==> src/rtl/gamestate_ctrl.sv <==
`default_nettype none
// +----------------------------------------------------------------------------+
// | gamestate_ctrl : MENU/RUN/PAUSE/OVER game-flow FSM with round timer,        |
// |                  lives and level counters.  Rev 1.0                         |
// +----------------------------------------------------------------------------+
module gamestate_ctrl #(
   parameter  int TICK_DIV    = 100_000_000,
   parameter  int ROUND_TICKS = 60,
   parameter  int LIVES       = 3,
   parameter  int MAX_LEVEL   = 9,
   localparam int TIME_W      = $clog2(ROUND_TICKS + 1),
   localparam int LIFE_W      = $clog2(LIVES + 1),
   localparam int LVL_W       = $clog2(MAX_LEVEL + 1)
) (
   input  logic              clk,
   input  logic              reset,
   input  logic              btn_start,
   input  logic              btn_pause,
   input  logic              btn_menu,
   input  logic              hit,
   input  logic              level_done,
   output logic              gamemenu,
   output logic              gamerun,
   output logic              gamepause,
   output logic              gameover,
   output logic              tick,
   output logic [TIME_W-1:0] time_left,
   output logic [LIFE_W-1:0] lives,
   output logic [LVL_W-1:0]  level
);

   localparam int CNT_W = (TICK_DIV > 1) ? $clog2(TICK_DIV) : 1;

   localparam logic [CNT_W-1:0]  CNT_MAX     = CNT_W'(TICK_DIV - 1);
   localparam logic [CNT_W-1:0]  CNT_ONE     = CNT_W'(1);
   localparam logic [TIME_W-1:0] TIME_RELOAD = TIME_W'(ROUND_TICKS);
   localparam logic [TIME_W-1:0] TIME_ONE    = TIME_W'(1);
   localparam logic [LIFE_W-1:0] LIFE_INIT   = LIFE_W'(LIVES);
   localparam logic [LIFE_W-1:0] LIFE_ONE    = LIFE_W'(1);
   localparam logic [LVL_W-1:0]  LVL_MAX     = LVL_W'(MAX_LEVEL);
   localparam logic [LVL_W-1:0]  LVL_ONE     = LVL_W'(1);

   typedef enum logic [1:0] {
      S_MENU  = 2'd0,
      S_RUN   = 2'd1,
      S_PAUSE = 2'd2,
      S_OVER  = 2'd3
   } state_t;

   state_t             state_q, state_d;
   logic [CNT_W-1:0]   tick_cnt_q, tick_cnt_d;
   logic [TIME_W-1:0]  time_left_q, time_left_d;
   logic [LIFE_W-1:0]  lives_q, lives_d;
   logic [LVL_W-1:0]   level_q, level_d;
   logic               btn_start_q, btn_start_d;
   logic               btn_pause_q, btn_pause_d;
   logic               btn_menu_q, btn_menu_d;
   logic               press_start, press_pause, press_menu;

   assign tick      = (state_q == S_RUN) && (tick_cnt_q == CNT_MAX);
   assign gamemenu  = (state_q == S_MENU);
   assign gamerun   = (state_q == S_RUN);
   assign gamepause = (state_q == S_PAUSE);
   assign gameover  = (state_q == S_OVER);
   assign time_left = time_left_q;
   assign lives     = lives_q;
   assign level     = level_q;

   always_comb begin
      btn_start_d = btn_start;
      btn_pause_d = btn_pause;
      btn_menu_d  = btn_menu;
      press_start = btn_start & ~btn_start_q;
      press_pause = btn_pause & ~btn_pause_q;
      press_menu  = btn_menu & ~btn_menu_q;
      state_d     = state_q;
      tick_cnt_d  = tick_cnt_q;
      time_left_d = time_left_q;
      lives_d     = lives_q;
      level_d     = level_q;

      case (state_q)
         S_MENU: begin
            if (press_start) begin
               state_d     = S_RUN;
               tick_cnt_d  = '0;
               time_left_d = TIME_RELOAD;
               lives_d     = LIFE_INIT;
               level_d     = LVL_ONE;
            end
         end
         S_RUN: begin
            if (press_menu) begin
               state_d = S_MENU;
            end else if (press_pause) begin
               state_d = S_PAUSE;
            end else begin
               tick_cnt_d = tick ? '0 : tick_cnt_q + CNT_ONE;
               if (hit && (lives_q == LIFE_ONE)) begin
                  lives_d = '0;
                  state_d = S_OVER;
               end else if (tick && (time_left_q == TIME_ONE)) begin
                  time_left_d = '0;
                  state_d     = S_OVER;
               end else begin
                  if (hit && (lives_q != '0))
                     lives_d = lives_q - LIFE_ONE;
                  if (tick && (time_left_q != '0))
                     time_left_d = time_left_q - TIME_ONE;
                  // a finished level restarts the round, overriding this cycle's tick
                  if (level_done) begin
                     level_d     = (level_q >= LVL_MAX) ? LVL_MAX : level_q + LVL_ONE;
                     time_left_d = TIME_RELOAD;
                     tick_cnt_d  = '0;
                  end
               end
            end
         end
         S_PAUSE: begin
            if (press_menu)
               state_d = S_MENU;
            else if (press_start || press_pause)
               state_d = S_RUN;
         end
         S_OVER: begin
            if (press_start || press_menu)
               state_d = S_MENU;
         end
         default: state_d = S_MENU;
      endcase
   end

   // button history loads 1 so a button held through reset never fires on release of reset
   always_ff @(posedge clk) begin
      if (!reset) begin
         state_q     <= S_MENU;
         tick_cnt_q  <= '0;
         time_left_q <= '0;
         lives_q     <= '0;
         level_q     <= '0;
         btn_start_q <= 1'b1;
         btn_pause_q <= 1'b1;
         btn_menu_q  <= 1'b1;
      end else begin
         state_q     <= state_d;
         tick_cnt_q  <= tick_cnt_d;
         time_left_q <= time_left_d;
         lives_q     <= lives_d;
         level_q     <= level_d;
         btn_start_q <= btn_start_d;
         btn_pause_q <= btn_pause_d;
         btn_menu_q  <= btn_menu_d;
      end
   end

endmodule
`default_nettype wire

==> config.mk <==
export PLATFORM = sky130hd
export DESIGN_NAME = gamestate_ctrl
export DESIGN_NICKNAME = d
export VERILOG_FILES = /design/src/rtl/gamestate_ctrl.sv
export SDC_FILE = /design/constraint.sdc
export NUM_CORES = 1
export LEC_CHECK = 0
export ABC_AREA = 0
export CAP_MARGIN = 25
export CORE_MARGIN = 2
export CORE_UTILIZATION = 51
export DETAILED_ROUTE_END_ITERATION = 7
export GPL_TIMING_DRIVEN = 1
export PLACE_DENSITY = 0.75
export REMOVE_ABC_BUFFERS = 1
export SYNTH_ARGS = -nofsm -noshare
export SYNTH_HDL_FRONTEND = slang
export SYNTH_SLANG_ARGS = --single-unit
==> constraint.sdc <==
create_clock -name clk -period 2.64 [get_ports clk]
set_input_delay 0.66 -clock clk [delete_from_list [all_inputs] [get_ports clk]]
set_output_delay 0.66 -clock clk [all_outputs]
set_load 0.03 [all_outputs]
==> results of run 1 <==
-- synth_stat cells (4+ instances only) --
cell	instances	area, sq um
dfxtp_1	44	881
nor2_1	37	139
nand2_1	28	105
nand3_1	19	95.1
inv_1	12	45.0
a21oi_1	11	55.1
nand4_1	11	68.8
o21ai_0	11	55.1
a31oi_1	9	56.3
and4_1	9	78.8
ha_1	9	113
nand2b_1	8	50.1
xnor2_1	8	70.1
and3_1	7	43.8
and2_1	6	37.5
clkbuf_1	6	22.5
nor3_1	6	30.0
nor4_1	6	37.5
o31ai_1	5	37.5
xor2_1	5	43.8
buf_6	4	45.0
nor2b_1	4	25.0
nor3b_1	4	30.0
o211ai_1	4	30.0
-- worst max-delay path: cells and delay by family, from the launching register on --
| kind | cells | cell delay (ns) |
|---|---|---|
| and+or+nand+nor | 5 | 1.85 |
| DFF | 1 | 0.33 |
| AOI/OAI and AO/OA | 1 | 0.25 |
-- sequential cells by signal (all words and copies together), names as in the netlist --
register / flops
tick_cnt_q: 27
time_left: 6
level: 4
lives: 2
state_q: 2
btn_menu_q: 1
btn_pause_q: 1
btn_start_q: 1
-- worst max path at each step --
stage                        from  cells past startpoint  slack (ns)             end
floorplan               btn_start                      5        0.15    time_left[5]
global placement        btn_start                      8        0.05    time_left[5]
detailed placement      btn_start                      9        0.02        level[3]
CTS                 tick_cnt_q[9]                      6        0.10  tick_cnt_q[18]
global route        tick_cnt_q[9]                      6      0.0002  tick_cnt_q[18]
finish              tick_cnt_q[9]                      6         0.1  tick_cnt_q[18]
-- final cells by class --
cell class                      instances  area share
Inverter                               12      0.0147
Clock buffer                            8      0.0294
Timing Repair Buffer                   51       0.143
Sequential cell                        44       0.288
Multi-Input combinational cell        244       0.497
Tap cell                               67      0.0274
-- power by group --
part           switching [uW]  total, uW  internal, uW  leakage [uW]
registers                28.6        718           689      0.000357
logic                     197        338           141      0.000725
clock network             225        439           214     0.0000455
-- cell families after synthesis --
group                    share of synthesized area
multiplexers                                0.0119
AO/OA/AOI/OAI                                0.164
XOR/XNOR                                    0.0450
AND/OR/NAND/NOR                              0.335
buffers and inverters                       0.0514
flip-flops                                   0.348
adder cells (fa/ha/maj)                     0.0445
-- per-layer routing --
| metal | up-vias | routed length [um] |
|---|---|---|
| met3 | 10 | 235 |
| li1 | 1224 | - |
| met5 | - | 0 |
| met4 | 0 | 110 |
| met2 | 56 | 2650 |
| met1 | 1120 | 2860 |
-- metrics by stage --
stage          utilization  area (sq um)  total power, uW  setup WS (ns)  instances
2_1_floorplan            -          2450              927          0.152        300
3_3_place_gp         0.625          2970             1060         0.0470        418
3_5_place_dp         0.625          2970             1070         0.0218        418
4_1_cts              0.644          3060             1500          0.104        426
5_1_grt              0.644          3060             1570       0.000230        426
6_report             0.644          3060             1490         0.0977        426
-- repair_timing --
item,in CTS,in global routing
setup buffers,0,0
resized for setup,1,0
setup endpoints to repair,1,0
==> run metrics, run 1 <==
status=completed; CTS Hold Buffers Added=0; most frequently used flop master after synthesis=dfxtp_1; first-pass GRT wire length=9720 um; Hold EP=lives[1]; NumNets Final=between 300 and 400; Netlist cell types=around 50; Total Routing Usage GR=0.225; setup violators final=0; FF+latch area=~900 sq um; worst hold stages=2; remaining antenna violation count=0; Die Ht=74.5 um; hold_sp=lives[1]; Worst R2R End=tick_cnt_q[18]; met2 Use GR=0.323; Cells after Synth=about 310; area of the multi-input gates=1520 sq um; async set-reset flop share out of synthesis=0; I/O Pins=24; Setup TNS Final=0 ns; row count=25; Most Crowded Layer GR=met1; global placer's final weighted congestion=around 0.90; Antenna diodes=0; drt pass-1 iters=4; Remaining DRCs=0; critical path peak fanout=13; Yosys reg bits=44; r2r worst-path depth=6; Tcrit/Tclk final=0.963; clk_lat worst skew=about 0.30 ns; most common cell after layout, fill and taps aside=dfxtp_1; DR iter-0 viols=roughly 140; Hold Fails Final Rpt=0; wire per inst=between 10 and 15 um; die area=5550 sq um; Synth Area per Inst=slightly above 8 sq um; Die Span X=between 70 and 80 um; Leak=between 0.001 and 0.0015 uW; RSZ-0062 raised after global routing=false; Post-Syn Area=2530 sq um; Area Overhead vs Synth=20.8%; P per Cell Area=488 nW/um^2; Initial Util=0.533; CTS buffer count=5; Worst EP arrival=2.74 ns; register area share after synthesis=0.348; GRT overflow=0; routed vias/inst=~5.7; worst hold path class=flop to flop; normalized max-slew margin=0.739; Final min period=approximately 2.5 ns; Vias=between 2,000 and 2,500; crit-path max cell delay=a little over 0.5 ns; CP cell instances=or4b_1 -> or4_4 -> or2_1 -> and4_1 -> and3_1 -> a211o_1; worst hold slack=0.489 ns; slack of the worst reg-to-reg path=0.1 ns; Clock Skews=roughly 0.0084 ns; IR drop worst, VDD=between 0.0002 and 0.0003 V; vias in the first global route=~2,100; root buffer cell=clkbuf_8; clk slew on worst S/H paths=about 0.08 ns; layout cells sized above 1=0.111; fmax=around 390 MHz; Crit. End Element=flop; CP required=approximately 2.8 ns; initial antenna violation count=0; routed wire length=between 5000 and 6000 um; worst-margin pin slew=slightly below 0.4 ns; commonest non-fill, non-tap cells in the layout=dfxtp_1 (44), nor2_1 (37), nand2_1 (28), buf_4 (28), clkdlybuf4s50_1 (22); largest net degree at the start of global routing=26; Max Slew Vio Count=0; Post-synth EDFFs=0; Setup crit start kind=flop; post-DP HPWL=approximately 4400 um; max-cap viol count=0; met3 Use GR=0.0461; reg-to-reg startpoint=tick_cnt_q[9]; CTS tree=built; WS Path Type=flop to flop; Warnings, synthesis=0; CP max-delay cell=or4b_1; IO Port Bufs=23; core box area=around 4800 sq um; CTS sink cnt=44; fill count=~450; met1 usage=0.330; H-tree levels=2; CTS max path bufs=2
(Power assumes the default switching activity.)
==> run 2, diff against run 1 <==
- HOLD_SLACK_MARGIN: unset -> 0.08
==> results of run 2 <==
The final DEF is identical to that of run 1; final timing and power are the same.
==> run 3, diff against run 2 <==
- SKIP_LAST_GASP: unset -> 1
==> results of run 3 <==
The final DEF is identical to that of run 1; final timing and power are the same.
==> RTL edit 1: new RTL, config.mk and constraints of run 2 <==
Register the inputs `btn_start`, `btn_pause`, `btn_menu`, `hit` and `level_done` before use, without a reset. The logic sees them one clock later.
--- a/src/rtl/gamestate_ctrl.sv
+++ b/src/rtl/gamestate_ctrl.sv
@@ -47,6 +47,20 @@
       S_OVER  = 2'd3
    } state_t;
 
+   logic btn_start_r;
+   logic btn_pause_r;
+   logic btn_menu_r;
+   logic hit_q;
+   logic level_done_q;
+
+   always_ff @(posedge clk) begin
+      btn_start_r  <= btn_start;
+      btn_pause_r  <= btn_pause;
+      btn_menu_r   <= btn_menu;
+      hit_q        <= hit;
+      level_done_q <= level_done;
+   end
+
    state_t             state_q, state_d;
    logic [CNT_W-1:0]   tick_cnt_q, tick_cnt_d;
    logic [TIME_W-1:0]  time_left_q, time_left_d;
@@ -67,12 +81,12 @@
    assign level     = level_q;
 
    always_comb begin
-      btn_start_d = btn_start;
-      btn_pause_d = btn_pause;
-      btn_menu_d  = btn_menu;
-      press_start = btn_start & ~btn_start_q;
-      press_pause = btn_pause & ~btn_pause_q;
-      press_menu  = btn_menu & ~btn_menu_q;
+      btn_start_d = btn_start_r;
+      btn_pause_d = btn_pause_r;
+      btn_menu_d  = btn_menu_r;
+      press_start = btn_start_r & ~btn_start_q;
+      press_pause = btn_pause_r & ~btn_pause_q;
+      press_menu  = btn_menu_r & ~btn_menu_q;
       state_d     = state_q;
       tick_cnt_d  = tick_cnt_q;
       time_left_d = time_left_q;
@@ -96,19 +110,19 @@
                state_d = S_PAUSE;
             end else begin
                tick_cnt_d = tick ? '0 : tick_cnt_q + CNT_ONE;
-               if (hit && (lives_q == LIFE_ONE)) begin
+               if (hit_q && (lives_q == LIFE_ONE)) begin
                   lives_d = '0;
                   state_d = S_OVER;
                end else if (tick && (time_left_q == TIME_ONE)) begin
                   time_left_d = '0;
                   state_d     = S_OVER;
                end else begin
-                  if (hit && (lives_q != '0))
+                  if (hit_q && (lives_q != '0))
                      lives_d = lives_q - LIFE_ONE;
                   if (tick && (time_left_q != '0))
                      time_left_d = time_left_q - TIME_ONE;
                   // a finished level restarts the round, overriding this cycle's tick
-                  if (level_done) begin
+                  if (level_done_q) begin
                      level_d     = (level_q >= LVL_MAX) ? LVL_MAX : level_q + LVL_ONE;
                      time_left_d = TIME_RELOAD;
                      tick_cnt_d  = '0;
Check against the original RTL: not equivalent (Yosys sat finds a counterexample within 4 cycles, from zero or initial values and one cycle with reset low).
==> RTL edit 1 against run 2 <==
First-iteration DRC count decreased by 34%; maximum frequency grew 1.4%; cell area rose by 2.2%; wire length grew 3.8%; critical path depth down 2; setup slack better by 0.035 ns; combinational power fell by 3%; sequential cell count is 5 higher; total power up 8.5%; synthesized area up 4.0%; die area grew 3.7%; cell count did not move; global-route usage down 0.19 points; hold slack got worse by 0.024 ns.
==> RTL edit 1: results <==
group,metric,value,unit
cells_and_area,clock_area_frac,0.0324,
detailed_routing,wl_met2,2840,microns
place,post_dp_cell_area,3030,sq um
cells_and_area,nNonClkBuffers,43,
detailed_routing,wl_met1,2810,microns
global_route,grtUsageTotal,0.223,
cells_and_area,final.clkbuf_count,7,
logic_synthesis,synth_area_leaders,"dfxtp_1, nor2_1, ha_1",
place,dpl_worst_slack,0.189,ns
timing,hold_slack,0.465,ns
status,outcome,"finished clean",
worst_setup_path,cpPeakStageDelay,0.72,ns
worst_setup_path,regToRegSetupSlack,0.17,ns
global_route,grt_max_degree,25,
timing,fin_ws,0.133,ns
place,place.gp.congestion,0.835,
global_route,grt_pass1_vias,2159,
worst_setup_path,critPathLaunch,"state_q[1]$_SDFFE_PN0P_",
power,ir_drop,310,uV
global_route,grt_pass1_wl,9780,microns
cells_and_area,fillerInstances,474,
place,dp_hpwl,4490,microns
detailed_routing,wl_per_cell,14.2,microns
detailed_routing,vias,2431,
global_route,grt.met2_usage,0.344,
timing,finClkSkew,0.00745,ns
cells_and_area,multi_input_area_share,0.486,
detailed_routing,first_iter_violations,91,
logic_synthesis,ys_top_cells_by_count,"dfxtp_1, nor2_1, nand2_1",
logic_synthesis,syn_area_per_cell,8.28,sq um
cells_and_area,seq_share,0.314,
-- RTL edit 1: worst max-delay path by stage --
stage,end,cells past startpoint
floorplan,tick_cnt_q[18]$_SDFFE_PN0P_,6
global placement,tick_cnt_q[11]$_SDFFE_PN0P_,7
finish,gamerun,4
CTS,gamerun,4
global route,tick_cnt_q[6]$_SDFFE_PN0P_,7
detailed placement,tick_cnt_q[18]$_SDFFE_PN0P_,7
-- RTL edit 1: cells by family after synthesis --
family / synth area share
and+or+nand+nor: 0.323
AOI/OAI and AO/OA: 0.158
DFF: 0.373
buffers and inverters: 0.0494
xor gates and xnor gates: 0.0433
adders and majority gates: 0.0428
muxes: 0.0114
-- RTL edit 1: report_power, final --
part           switching, mW  internal [mW]
Combinational          0.196          0.133
Sequential            0.0305          0.769
Clock                  0.256          0.237
-- RTL edit 1: what timing repair did --
action,4_1_cts,5_1_grt
resized for setup,1,0
endpoints found under the setup margin,1,0
endpoints found under the hold margin,0,0
buffers inserted,0,0
==> RTL edit 2: new RTL, settings of run 2 <==
Without the edit above. The parameter `MAX_LEVEL` goes from 9 to 11.
--- a/src/rtl/gamestate_ctrl.sv
+++ b/src/rtl/gamestate_ctrl.sv
@@ -7,7 +7,7 @@
    parameter  int TICK_DIV    = 100_000_000,
    parameter  int ROUND_TICKS = 60,
    parameter  int LIVES       = 3,
-   parameter  int MAX_LEVEL   = 9,
+   parameter  int MAX_LEVEL   = 11,
    localparam int TIME_W      = $clog2(ROUND_TICKS + 1),
    localparam int LIFE_W      = $clog2(LIVES + 1),
    localparam int LVL_W       = $clog2(MAX_LEVEL + 1)
Behaviour: no difference found for any inputs over 10 cycles, from zero or initial values and one cycle with reset low; that may be too few to reach the edited logic, so the function may still have changed.
==> RTL edit 2 against run 2 <==
Global-route usage is 0.80 points lower; cell area is 2.7% lower; setup slack worse by 0.0064 ns; clock skew is 0.00068 ns lower; sequential cell count stayed put; synthesized cell count is 2.6% lower; total power is 17% higher; non-clock buffer count is 1 lower; wire length is 5.0% lower; first-iteration DRC count is 14% lower; critical path type is now in -> reg; sequential share of layout area is 0.80 points higher; synthesized area is 2.4% lower; critical endpoint is now tick_cnt_q[11]$_SDFFE_PN0P_.
==> RTL edit 2: results <==
group,metric,value,unit
power,switching_power,0.603,mW
logic_synthesis,ys_types,52,
timing,finClkSkew,0.00767,ns
cells_and_area,fillerInstances,435,
clocking,clockBufferDepth,2,
place,io_buffers,23,
global_route,grt_pass1_vias,2076,
worst_setup_path,arrival,2.75,ns
global_route,grt_max_degree,20,
clocking,cts_inserted_buffers,5,
cells_and_area,diodes,0,
status,outcome,"finished clean",
global_route,grt_antenna_before_repair,0,
clocking,cts-root-buf,"clkbuf_8",
clocking,clk_latency,0.30,ns
cells_and_area,nets,364,
cells_and_area,drive_gt1_frac,0.134,
cells_and_area,largest_reg_flops,27,
power,ir_drop,289,uV
min_path,hp-class,"reg -> reg",
place,dp_hpwl,4100,microns
worst_setup_path,reg2reg_depth,7,
detailed_routing,vias,2332,
logic_synthesis,yosysWarnings,0,
logic_synthesis,ys_seq_area_frac,0.356,
clocking,clk_pin_slew,0.08,ns
power,p_leak,1.09,nW
place,place.gp.congestion,0.946,
global_route,grt_pass1_wl,9250,microns
logic_synthesis,ys_top_cells_by_count,"dfxtp_1, nor2_1, nand2_1",
global_route,grtUsageTotal,0.217,
detailed_routing,first_iter_violations,119,
worst_setup_path,crit_fanout,5,
worst_setup_path,regToRegSetupSlack,0.36,ns
timing,worstMarginPinSlew,0.529,ns
logic_synthesis,async_flop_share,0,
logic_synthesis,synth_area_leaders,"dfxtp_1, nor2_1, nand4_1",
detailed_routing,drt-total-wl,5550,microns
-- RTL edit 2: changes by cell type after synthesis, moves of 4 or more --
cell     before  now
xor2_1        5   10
nand4_1      11   18
a31oi_1       9    2
or4_1         0    4
nand3_1      19   12
o21ai_0      11   18
and2_1        6    2
-- RTL edit 2: cell families (layout without fill, tap and decap cells) --
kind of cell,after synthesis,in the layout,synth area share
buffers and inverters,25,70,0.0486
AO/OA/AOI/OAI,63,63,0.178
XOR/XNOR,16,16,0.0567
flip-flops,44,44,0.356
AND/OR/NAND/NOR,150,150,0.325
adder cells (fa/ha/maj),7,7,0.0354
-- RTL edit 2: area by class of cell --
| cell class | instances | area share |
|---|---|---|
| Inverter | 13 | 0.0164 |
| Clock buffer | 6 | 0.0244 |
| Multi-Input combinational cell | 236 | 0.495 |
| Timing Repair Buffer | 50 | 0.145 |
| Tap cell | 54 | 0.0227 |
| Sequential cell | 44 | 0.296 |
| Clock inverter | 1 | 0.00168 |
-- RTL edit 2: per-stage QoR --
stage	cell area (sq um)	cells	total power [mW]	setup slack, ns	hold slack [ns]
2_1_floorplan	2400	293	1.12	0.299	0.445
3_5_place_dp	2900	397	1.36	-0.138	0.474
6_report	2980	404	1.75	0.0913	0.480
3_3_place_gp	2900	397	1.35	-0.0934	0.467
5_1_grt	2980	404	1.86	0.0135	0.510
4_1_cts	2980	404	1.76	0.126	0.482
-- RTL edit 2: timing repair --
item	in CTS	in global routing
buffers inserted	0	0
gates resized for setup	0	1
endpoints found under the setup margin	0	1
endpoints found under the hold margin	0	0
-- RTL edit 2: critical path, stage by stage --
cell and delay (ns):
clkdlybuf4s50_1 0.47, or4b_4 0.46, o31a_1 0.22, buf_4 0.20, nor4_1 0.37, a21oi_1 0.13, a311oi_1 0.25
-- RTL edit 2: power by group through the flow --
stage          sequential, mW  clock, mW  combinational, mW
2_1_floorplan           0.824          0              0.299
3_3_place_gp            0.774          0              0.580
3_5_place_dp            0.776          0              0.587
4_1_cts                 0.760      0.415              0.589
5_1_grt                 0.768      0.440              0.647
6_report                0.761      0.399              0.590
-- RTL edit 2: path summary, 6_finish.rpt --
check | start | end
hold / removal | tick_cnt_q[26]$_SDFFE_PN0P_ | tick_cnt_q[26]$_SDFFE_PN0P_
hold reg to reg | tick_cnt_q[26]$_SDFFE_PN0P_ | tick_cnt_q[26]$_SDFFE_PN0P_
setup / recovery | btn_start | tick_cnt_q[11]$_SDFFE_PN0P_
setup reg to reg | tick_cnt_q[0]$_SDFFE_PN0P_ | time_left[1]$_SDFFE_PN0P_
-- RTL edit 2: per-layer routing --
metal	vias up	routed length (microns)	global-route usage
li1	1202	-	-
met1	1098	2780	0.295
met2	30	2590	0.342
met3	2	148	0.0453
met4	0	32	0.0727
met5	-	0	0
